==> config.mk <==
export PLATFORM = sky130hd
export DESIGN_NAME = bar_sort_engine_flat
export DESIGN_NICKNAME = d
export VERILOG_FILES = /design/src/rtl/bar_sort_if.sv /design/src/rtl/bar_sort_engine.sv /design/src/flat_wrapper.sv
export SDC_FILE = /design/constraint.sdc
export NUM_CORES = 1
export LEC_CHECK = 0
export BUFFER_PORTS_ARGS = -buffer_cell sky130_fd_sc_hd__clkbuf_2
export CAP_MARGIN = 20
export CORE_ASPECT_RATIO = 0.5
export CORE_MARGIN = 3
export CORE_UTILIZATION = 54
export DETAILED_ROUTE_END_ITERATION = 6
export PLACE_DENSITY_LB_ADDON = 0.2
export SYNTH_ARGS = -nofsm -noshare
export SYNTH_HDL_FRONTEND = slang
export SYNTH_SLANG_ARGS = --single-unit
==> constraint.sdc <==
create_clock -name clk -period 3.9 [get_ports clk]
set_clock_uncertainty 0.15 [all_clocks]
set_input_delay 0.78 -clock clk [delete_from_list [all_inputs] [get_ports clk]]
set_output_delay 0.78 -clock clk [all_outputs]
set_load 0.1 [all_outputs]
==> src/rtl/bar_sort_if.sv <==
// Handshake/data bundle between the bubble-sort engine and its driver/renderer.
// The engine uses the slave modport; the stimulus side uses master.
interface bar_sort_if #(
  parameter int N = 10,
  parameter int W = 6
);
  logic           load;
  logic [N*W-1:0] load_data;
  logic           start;
  logic           step_en;
  logic [N*W-1:0] array_data;
  logic [3:0]     cmp_idx;
  logic           swap_flag;
  logic           busy;
  logic           done;
  logic [3:0]     pass_cnt;

  modport master (
    output load, load_data, start, step_en,
    input  array_data, cmp_idx, swap_flag, busy, done, pass_cnt
  );

  modport slave (
    input  load, load_data, start, step_en,
    output array_data, cmp_idx, swap_flag, busy, done, pass_cnt
  );
endinterface

==> src/rtl/bar_sort_engine.sv <==
// Bubble-sort engine owning the bar-height array; one compare or one swap per
// animation tick so the renderer can show every step of the sort.
module bar_sort_engine #(
  parameter int N = 10,
  parameter int W = 6
) (
  input  logic        clk,
  input  logic        reset_n,
  bar_sort_if.slave   bus
);

  typedef enum logic [1:0] {S_IDLE, S_COMPARE, S_SWAP, S_DONE} state_t;

  localparam logic [3:0] LIM_FULL = 4'(N-1);

  state_t                r_state, w_state;
  logic [N-1:0][W-1:0]   r_arr, w_arr;
  logic [3:0]            r_j, w_j;
  logic [3:0]            r_limit, w_limit;
  logic                  r_swapped, w_swapped;
  logic [3:0]            r_pass, w_pass;

  logic [W-1:0]          w_a_lo, w_a_hi;
  logic [N-1:0][W-1:0]   w_arr_swp;
  logic                  w_do_adv, w_adv_sw, w_last;

  // Select the active pair and build the exchanged array without an
  // out-of-range variable index when j sits at the top of the array.
  always_comb begin
    w_a_lo    = '0;
    w_a_hi    = '0;
    w_arr_swp = r_arr;
    for (int i = 0; i < N-1; i++) begin
      if (r_j == 4'(i)) begin
        w_a_lo         = r_arr[i];
        w_a_hi         = r_arr[i+1];
        w_arr_swp[i]   = r_arr[i+1];
        w_arr_swp[i+1] = r_arr[i];
      end
    end
  end

  assign w_last = (r_j >= (r_limit - 4'd1));

  always_comb begin
    w_state   = r_state;
    w_arr     = r_arr;
    w_j       = r_j;
    w_limit   = r_limit;
    w_swapped = r_swapped;
    w_pass    = r_pass;
    w_do_adv  = 1'b0;
    w_adv_sw  = r_swapped;

    case (r_state)
      S_IDLE, S_DONE: begin
        if (bus.load) begin
          w_arr   = bus.load_data;
          w_pass  = '0;
          w_j     = '0;
          w_state = S_IDLE;
        end else if (bus.start) begin
          w_j       = '0;
          w_limit   = LIM_FULL;
          w_swapped = 1'b0;
          w_pass    = '0;
          w_state   = S_COMPARE;
        end
      end
      S_COMPARE: begin
        if (bus.step_en) begin
          if (w_a_lo > w_a_hi) w_state  = S_SWAP;
          else                 w_do_adv = 1'b1;
        end
      end
      S_SWAP: begin
        if (bus.step_en) begin
          w_arr     = w_arr_swp;
          w_swapped = 1'b1;
          w_adv_sw  = 1'b1;
          w_do_adv  = 1'b1;
        end
      end
      default: w_state = S_IDLE;
    endcase

    // End of a pass with no swap (or a single remaining pair) means sorted.
    if (w_do_adv) begin
      if (!w_last) begin
        w_j     = r_j + 4'd1;
        w_state = S_COMPARE;
      end else begin
        w_pass = r_pass + 4'd1;
        w_j    = '0;
        if (!w_adv_sw || r_limit == 4'd1) begin
          w_state = S_DONE;
        end else begin
          w_limit   = r_limit - 4'd1;
          w_swapped = 1'b0;
          w_state   = S_COMPARE;
        end
      end
    end
  end

  always_ff @(posedge clk or negedge reset_n) begin
    if (!reset_n) begin
      r_state   <= S_IDLE;
      r_arr     <= '0;
      r_j       <= '0;
      r_limit   <= LIM_FULL;
      r_swapped <= 1'b0;
      r_pass    <= '0;
    end else begin
      r_state   <= w_state;
      r_arr     <= w_arr;
      r_j       <= w_j;
      r_limit   <= w_limit;
      r_swapped <= w_swapped;
      r_pass    <= w_pass;
    end
  end

  assign bus.array_data = r_arr;
  assign bus.cmp_idx    = r_j;
  assign bus.swap_flag  = (r_state == S_SWAP);
  assign bus.busy       = (r_state == S_COMPARE) || (r_state == S_SWAP);
  assign bus.done       = (r_state == S_DONE);
  assign bus.pass_cnt   = r_pass;

endmodule

==> src/flat_wrapper.sv <==
// flat-port wrapper written by rule: the top's interface ports become plain ports
module bar_sort_engine_flat 
#(
  parameter int N = 10,
  parameter int W = 6
)
  (clk, reset_n, bus_load, bus_load_data, bus_start, bus_step_en, bus_array_data, bus_cmp_idx, bus_swap_flag, bus_busy, bus_done, bus_pass_cnt);
  bar_sort_if #(.N(N), .W(W)) bus_i ();
  input  logic clk;
  input  logic reset_n;
  input wire logic [$bits(bus_i.load)-1:0] bus_load;
  input wire logic [$bits(bus_i.load_data)-1:0] bus_load_data;
  input wire logic [$bits(bus_i.start)-1:0] bus_start;
  input wire logic [$bits(bus_i.step_en)-1:0] bus_step_en;
  output wire logic [$bits(bus_i.array_data)-1:0] bus_array_data;
  output wire logic [$bits(bus_i.cmp_idx)-1:0] bus_cmp_idx;
  output wire logic [$bits(bus_i.swap_flag)-1:0] bus_swap_flag;
  output wire logic [$bits(bus_i.busy)-1:0] bus_busy;
  output wire logic [$bits(bus_i.done)-1:0] bus_done;
  output wire logic [$bits(bus_i.pass_cnt)-1:0] bus_pass_cnt;
  assign bus_i.load = bus_load;
  assign bus_i.load_data = bus_load_data;
  assign bus_i.start = bus_start;
  assign bus_i.step_en = bus_step_en;
  assign bus_array_data = bus_i.array_data;
  assign bus_cmp_idx = bus_i.cmp_idx;
  assign bus_swap_flag = bus_i.swap_flag;
  assign bus_busy = bus_i.busy;
  assign bus_done = bus_i.done;
  assign bus_pass_cnt = bus_i.pass_cnt;
  bar_sort_engine #(.N(N), .W(W)) u_core (.clk(clk), .reset_n(reset_n), .bus(bus_i));
endmodule
---- Word-level counts from Yosys, hierarchy flattened ----
Index checks and enable logic that the tools add are counted.
operators by class
  add/subtract/negate cells ............... 3
  magnitude comparators ................... 2
  equality and inequality tests ........... 27
  muxes and demuxes ....................... 66
  reduce and logical (&&, ||, !) cells .... 22
operators with widths
  operator             count
  $mux 60              2
  $pmux 60 s2          1
  $mux 12              9
  $mux 6               18
  $mux 4               16
  $reduce_and 4->1     11
  $ne 3x1->1 const B   9
  $eq 4x3->1 const B   4
  $mux 2               7
  $mux 1               10
  $add 4x1->4 const B  2
  $eq 4x1->1 const B   2
  $eq 4x2->1 const B   2
  $gt 6x6->1           1
  $reduce_bool 3->1    2
  $eq 2x2->1 const B   2
  $eq 4x4->1 const B   1
  $ge 4x4->1           1
  $logic_not 4->1      1
  $ne 2x1->1 const B   2
  $ne 2x2->1 const B   2
  $ne 4x3->1 const B   1
  $pmux 1 s2           2
  $pmux 2 s2           1
  9 further kinds      11
word-level totals
  register bits after elaboration ......... 75
  output and inout port bits .............. 71

---- Longest topological paths before layout ----
Gate-level depths: netlist of run 1.
  word-level depth ........................ 16
  gate-level depth with buffers ........... 17

---- Worst setup path before layout of run 1 ----
No wires, ideal clock.
  kind .................................... register -> register
  start ................................... register u_core.r_j[1], in the netlist u_core.bus.cmp_idx[1]
  end ..................................... register u_core.r_limit[2]
  data arrival time ....................... 3.948 ns
  data required time ...................... 3.624 ns
  setup slack ............................. -0.323 ns
  stages on the path, launching flop included .. 18
  period minus slack after synthesis ...... 4.223 ns
  cell sequence ........................... dfrtp_1 -> inv_1 -> ha_1 -> buf_2 -> and2_1 -> buf_2 -> a22oi_1 -> nand3_1 -> a21oi_1 -> o2111ai_1 -> ha_1 -> and4_1 -> and4_4 -> o21ai_4 -> a21oi_4 -> and2_4 -> buf_6 -> a221o_1
between the ends
  longest elaborated chain between the ends .. 15
ends and longest elaborated chain
  element                 line                    RTL
  from (decl)             bar_sort_engine.sv:18   logic [3:0] r_j, w_j;
  from (signal assigned)  bar_sort_engine.sv:117  r_j <= w_j;
  $logic_not 4->1         bar_sort_engine.sv:34   if (r_j == 4'(i)) begin
  $mux 6 (9 in a row)     bar_sort_engine.sv:34
  $gt 6x6->1              bar_sort_engine.sv:72   if (w_a_lo > w_a_hi) w_state = S_SWAP;
  $mux 1                  bar_sort_engine.sv:72
  $mux 1                  bar_sort_engine.sv:71   if (bus.step_en) begin
  $pmux 1 s2              bar_sort_engine.sv:55   case (r_state)
  $mux 4 *                bar_sort_engine.sv:88   if (w_do_adv) begin
  via u_core.w_limit[2]   bar_sort_engine.sv:19   logic [3:0] r_limit, w_limit;
  to (signal assigned)    bar_sort_engine.sv:118  r_limit <= w_limit;
  to (decl)               bar_sort_engine.sv:19
The timed path passes the listed nets; every way through them passes the cells marked *.
A chain may end at the register's enable or synchronous reset.

---- Worst setup path in the final report of run 1 ----
Same ends and word-level chain as after synthesis.

==> results of run 1 <==
## layout make-up
type / count / area (um^2) / share of cell area
tap: 135 / 169 / 0.0259
clock inverter: 5 / 103 / 0.0157
inverter: 19 / 71.3 / 0.0109
sequential: 75 / 1880 / 0.289
timing repair buffer: 156 / 837 / 0.128
multi-input combinational: 505 / 3230 / 0.495
clock buffer: 10 / 229 / 0.0351
## placed cells by master (no fill, tap or decap), types with 3 or more instances in the layout
cell | synthesis | final
mux2i_1 | 19 | 19
o211ai_1 | 7 | 7
a221oi_1 | 20 | 20
a222oi_1 | 4 | 4
ha_1 | 21 | 20
mux2_1 | 8 | 8
a31oi_1 | 3 | 3
o22ai_1 | 22 | 22
inv_1 | 17 | 17
nand4_1 | 7 | 7
nand2_1 | 100 | 100
a21oi_1 | 52 | 52
buf_4 | 5 | 20
o21ai_1 | 2 | 3
nand3_1 | 12 | 12
nor2_1 | 71 | 70
bufinv_16 | 0 | 3
nor2b_1 | 4 | 4
clkbuf_2 | 0 | 134
a32oi_1 | 4 | 4
o31ai_1 | 12 | 12
clkbuf_16 | 0 | 9
a211oi_1 | 3 | 3
dfrtp_1 | 73 | 69
o21ai_0 | 39 | 38
a22oi_1 | 28 | 28
nor3_1 | 3 | 3
dfrtp_2 | 0 | 4
nor2_2 | 2 | 3
a22o_1 | 7 | 7
and2_1 | 4 | 3
nand2b_1 | 3 | 3
mux2_4 | 6 | 6
## state kept, by name, indices dropped and copies added, names as in the netlist
register,cells
u_core.r_state,2
u_core.bus.array_data,60
u_core.r_limit,4
u_core.bus.pass_cnt,4
u_core.bus.cmp_idx,4
u_core.r_swapped,1
## Yosys cell counts, drive strengths merged (8+ instances only)
cell,number
mux2,16
a21oi,53
ha,21
nor2,74
nand4,8
buf,26
nand3,12
o22ai,22
a22oi,28
nand2,101
inv,18
dfrtp,73
o21ai,42
clkbuf,21
mux2i,20
o31ai,12
a221oi,20
## critical path: cells and delay by family (launching register included)
| family | cells | cell delay, ns |
|---|---|---|
| adders and majority gates | 2 | 0.74 |
| and+or+nand+nor | 6 | 1.16 |
| DFF | 1 | 0.45 |
| AOI/OAI and AO/OA | 5 | 0.88 |
| buffers and inverters | 1 | 0.25 |
## stage by stage
step	instances	area [um^2]	hold slack [ns]	utilization	setup slack, ns
3_5_place_dp	890	6180	0.356	0.644	0.192
2_1_floorplan	646	5410	0.334	-	0.00436
5_1_grt	905	6520	0.338	0.679	0.00228
3_3_place_gp	889	6170	0.349	0.643	0.298
6_report	905	6520	0.311	0.679	0.155
4_1_cts	905	6510	0.316	0.678	0.167
## cell families (layout without fill, tap and decap cells)
| logic type | count (synthesis) | in the layout | synth area share |
|---|---|---|---|
| flip-flops | 75 | 75 | 0.348 |
| AND/OR/NAND/NOR | 224 | 224 | 0.189 |
| XOR/XNOR | 2 | 2 | 0.00324 |
| buffers and inverters | 66 | 190 | 0.0561 |
| multiplexers | 36 | 36 | 0.0753 |
| adder cells (fa/ha/maj) | 21 | 21 | 0.0486 |
| AO/OA/AOI/OAI | 222 | 222 | 0.279 |
## metal layers
metal	vias up	global-route usage	wire, um
li1	2621	-	-
met4	0	0.0641	221
met5	-	0	0
met1	2691	0.486	8020
met2	375	0.431	7320
met3	31	0.0903	2180
## what timing repair did
action | 4_1_cts | 5_1_grt
endpoints found under the setup margin | 0 | 15
hold buffers | 0 | 0
gates resized for setup | 0 | 4
hold endpoints to repair | 0 | 0
## worst paths after layout
path	from	slack, ns	end
worst max-delay path	u_core.bus.cmp_idx[1]	0.16	u_core.r_limit[2]
worst min-delay path	reset_n	0.31	u_core.bus.array_data[12]
worst max register to register	u_core.bus.cmp_idx[1]	0.16	u_core.r_limit[2]
worst min register to register	u_core.bus.pass_cnt[2]	0.37	u_core.bus.pass_cnt[2]
max in group asynchronous	reset_n	2.57	u_core.bus.array_data[51]
min in group clk	u_core.bus.pass_cnt[2]	0.37	u_core.bus.pass_cnt[2]
==> impl_metrics.ini, run 1 <==
[critical_path]
critPathLaunchType = flip-flop
slowest_stage = dfrtp_2
crit_chain = ha_1 -> and2_1 -> buf_4 -> nand2_1 -> nand3_1 -> a21oi_1 -> o2111ai_1 -> ha_1 -> and4_1 -> and4_4 -> o21ai_4 -> a21oi_4 -> and2_4 -> a221o_1
path_max_fanout = 14
slowest_delay_ns = 0.45
worstSetupPathType = reg -> reg
reg2reg_depth = 14
cpMostUsedCell = ha_1
cp.arrival_ns = 3.81
cp-end-kind = flip-flop
cp.required_ns = 3.97

[finish]
fin_nets = 852
insertedDiodeCount = 0
syn_to_final_growth_pct = 20.7
fillers = 824
final_layout_size_suffix_gt1_frac = 0.269

[drt]
dr.first_iter.drc_count = 583
routedWlPerCell_um = 19.6
ant_nets = 0
drcViolationCount = 1
first_pass_iters = 7
wl_um = 17700
vias_per_cell = 6.32
vias = 5718

[synth]
async_reset_ff_frac = 1.00
ys_types = 71
syn-instance-count = 646
synth_seq_cells = 75
synth-edff-count = 0
yosysSeqAreaShare = 0.348
synth_nets = 732
yosys_most_used_dff = dfrtp_1
synthesis.yosys.warnings = 0
yosysTopAreaCell = dfrtp_1
synth_area_um2 = 5400
ys_top_cells_by_area = dfrtp_1 (34%), nand2_1 (6.9%), nor2_1 (4.9%), ha_1 (4.9%), a21oi_1 (4.8%)
synth_top_area_frac = 0.338
syn_area_per_cell_um2 = 8.36

[run_status]
status = finished, violations left
violations = DRC

[die]
die_x_um = 147
core_um2 = 9600
rows = 25
boundaryPins = 136
start_util = 0.562
die_h_um = 76.7
die_area_um2 = 11300

[grt]
grt_pass1_wl_um = 28200
grt_start_max_net_pins = 60
grt_usage = 0.313
grt_pass1_vias = 5148
grt_antenna_before_repair = 0
grt-ovfl-total = 0

[clock_tree]
insertion_delay_ns = 0.34
clk_path_buf_depth = 2
cts_tree = done
postCtsSetupRepairBufs = 0
cts-root-buf = clkbuf_16
cts_buffers = 9
htreeDepth = 3
cts.sinks = 75
clkSlewWorstSetupHoldPaths_ns = 0.05

[timing]
slew_headroom = 0.471
rsz0062_at_grt = no
maxSlewViolCount = 0
fin_tns_setup_ns = 0
fin_crit_ns = 3.74
hold_viol = 0
timing.fmax_mhz = 267
setup_viol = 0
tightest_slew_ns = 0.793
fin_crit_sh = 0.960

[placement]
portBuffers = 135
dp_hpwl_um = 13300
gp_congestion = 0.942

[job]
drv_cap = 0

[hold_path]
hp-class = in -> async
Power of run 1 is left out: the tool's default activity adds up to more than one toggle a clock period on the data nets, which glitch-free logic cannot reach.
==> run 2: changes to the inputs <==
CORE_UTILIZATION = 56   (was 54)
CTS_BUF_LIST = sky130_fd_sc_hd__clkbuf_8   (was not set)
==> impl_metrics.ini, run 2 (synthesized netlist as in run 1, its figures left out) <==
[critical_path]
critPathCapture = u_core.r_limit[2]
critPathTopFamily = simple AND/OR/NAND/NOR gates
rr_startpoint = u_core.bus.cmp_idx[2]
cp.required_ns = 3.99
cp.depth = 12
r2r_slack_ns = 0.14
slowest_stage = dfrtp_2
cp-end-kind = flip-flop
crit_chain = or2_1 -> nor3_2 -> nand2_1 -> a41oi_1 -> a211oi_1 -> ha_1 -> and4_1 -> o21ai_0 -> nand4_2 -> a21oi_4 -> a21boi_0 -> a221o_1
cp-startpoint = u_core.bus.cmp_idx[2]
path_max_fanout = 14
path_buf_inv = 0
cp.arrival_ns = 3.84
worstSetupPathType = reg -> reg
reg2reg_depth = 12
slowest_delay_ns = 0.54
critPathLaunchType = flip-flop
r2r-end = u_core.r_limit[2]

[drt]
vias = 5690
first_pass_iters = 6
drcViolationCount = 0
ant_nets = 0
vias_per_cell = 6.32
routedWlPerCell_um = 19.4
wl_um = 17500
dr.first_iter.drc_count = 701

[grt]
grt_antenna_before_repair = 0
busiest_layer = met1
met2_usage = 0.457
grt_pass1_wl_um = 26800
met3_usage = 0.0853
grt_usage = 0.315
grtUsageMet1 = 0.479
grt-ovfl-total = 0
grt_pass1_vias = 4994
grt_start_max_net_pins = 76

[clock_tree]
insertion_delay_ns = 0.35
cts_hold_buf = 0
cts_buffers = 9
cts_tree = done
clk_path_buf_depth = 2
clkSlewWorstSetupHoldPaths_ns = 0.08
htreeDepth = 3
cts-root-buf = clkbuf_8
cts.sinks = 75

[job]
drv_cap = 0

[finish]
fin_nets = 854
layout_common_cells = clkbuf_2 (134), nand2_1 (100), nor2_1 (70)
stdcell_area_um2 = 6440
insertedDiodeCount = 0
largest_register_ffs = 60
fillers = 722
multi_input_area_um2 = 3240
final_layout_size_suffix_gt1_frac = 0.275
seq_area_um2 = 1880
syn_to_final_growth_pct = 19.2
mostFrequentLayoutCell = clkbuf_2
fin_cells = 901

[timing]
fin_crit_sh = 0.963
maxSlewViolCount = 0
fin_tns_setup_ns = 0
hold_viol = 0
rsz0062_at_grt = no
worst_slack_ns = 0.143
timing.fmax_mhz = 266
tightest_slew_ns = 0.979
setup_viol = 0
fin_crit_ns = 3.76
slew_headroom = 0.347

[placement]
gp_congestion = 0.966
portBuffers = 135
place_area_um2 = 6200
place_ws_ns = 0.189
dp_cells = 886
dp_hpwl_um = 12900

[die]
core_um2 = 9040
die_area_um2 = 10900
die_h_um = 75.4
die_x_um = 145
boundaryPins = 136
rows = 24
start_util = 0.598

[run_status]
status = finished clean

[hold_path]
hp-class = reg -> reg
run 2: cell type report:
cell class	count	area share
clock inverter	5	0.0124
timing repair buffer	158	0.136
clock buffer	9	0.0192
sequential	75	0.293
tap	130	0.0253
multi-input combinational	505	0.503
inverter	19	0.0111
run 2: how the worst min path moves through the flow:
stage	from	slack, ns	end	depth (start not counted)
after detailed placement	u_core.bus.pass_cnt[2]	0.37	u_core.bus.pass_cnt[2]	1
after global routing	u_core.bus.pass_cnt[2]	0.43	u_core.bus.pass_cnt[2]	1
after CTS	u_core.bus.pass_cnt[2]	0.38	u_core.bus.pass_cnt[2]	1
final	u_core.bus.pass_cnt[2]	0.38	u_core.bus.pass_cnt[2]	1
after global placement	u_core.bus.pass_cnt[2]	0.34	u_core.bus.pass_cnt[2]	1
after floorplan	reset_n	0.33	u_core.bus.array_data[0]	0
run 2: repair_timing:
item                       4_1_cts  5_1_grt
buffers inserted                 0        1
setup endpoints to repair        0       15
gates resized for setup          0        6
run 2: metal layers:
layer / vias up / share of wire
li1: 2629 / -
met5: - / 0
met2: 381 / 0.41
met4: 0 / 0.012
met1: 2650 / 0.45
met3: 30 / 0.13
run 2: through the flow:
step                 util  hold WS, ns
floorplan               -        0.334
detailed placement  0.685        0.368
CTS                 0.708        0.381
global placement    0.685        0.342
finish              0.712        0.376
global route        0.712        0.434
Power of run 2 is left out for the same reason.
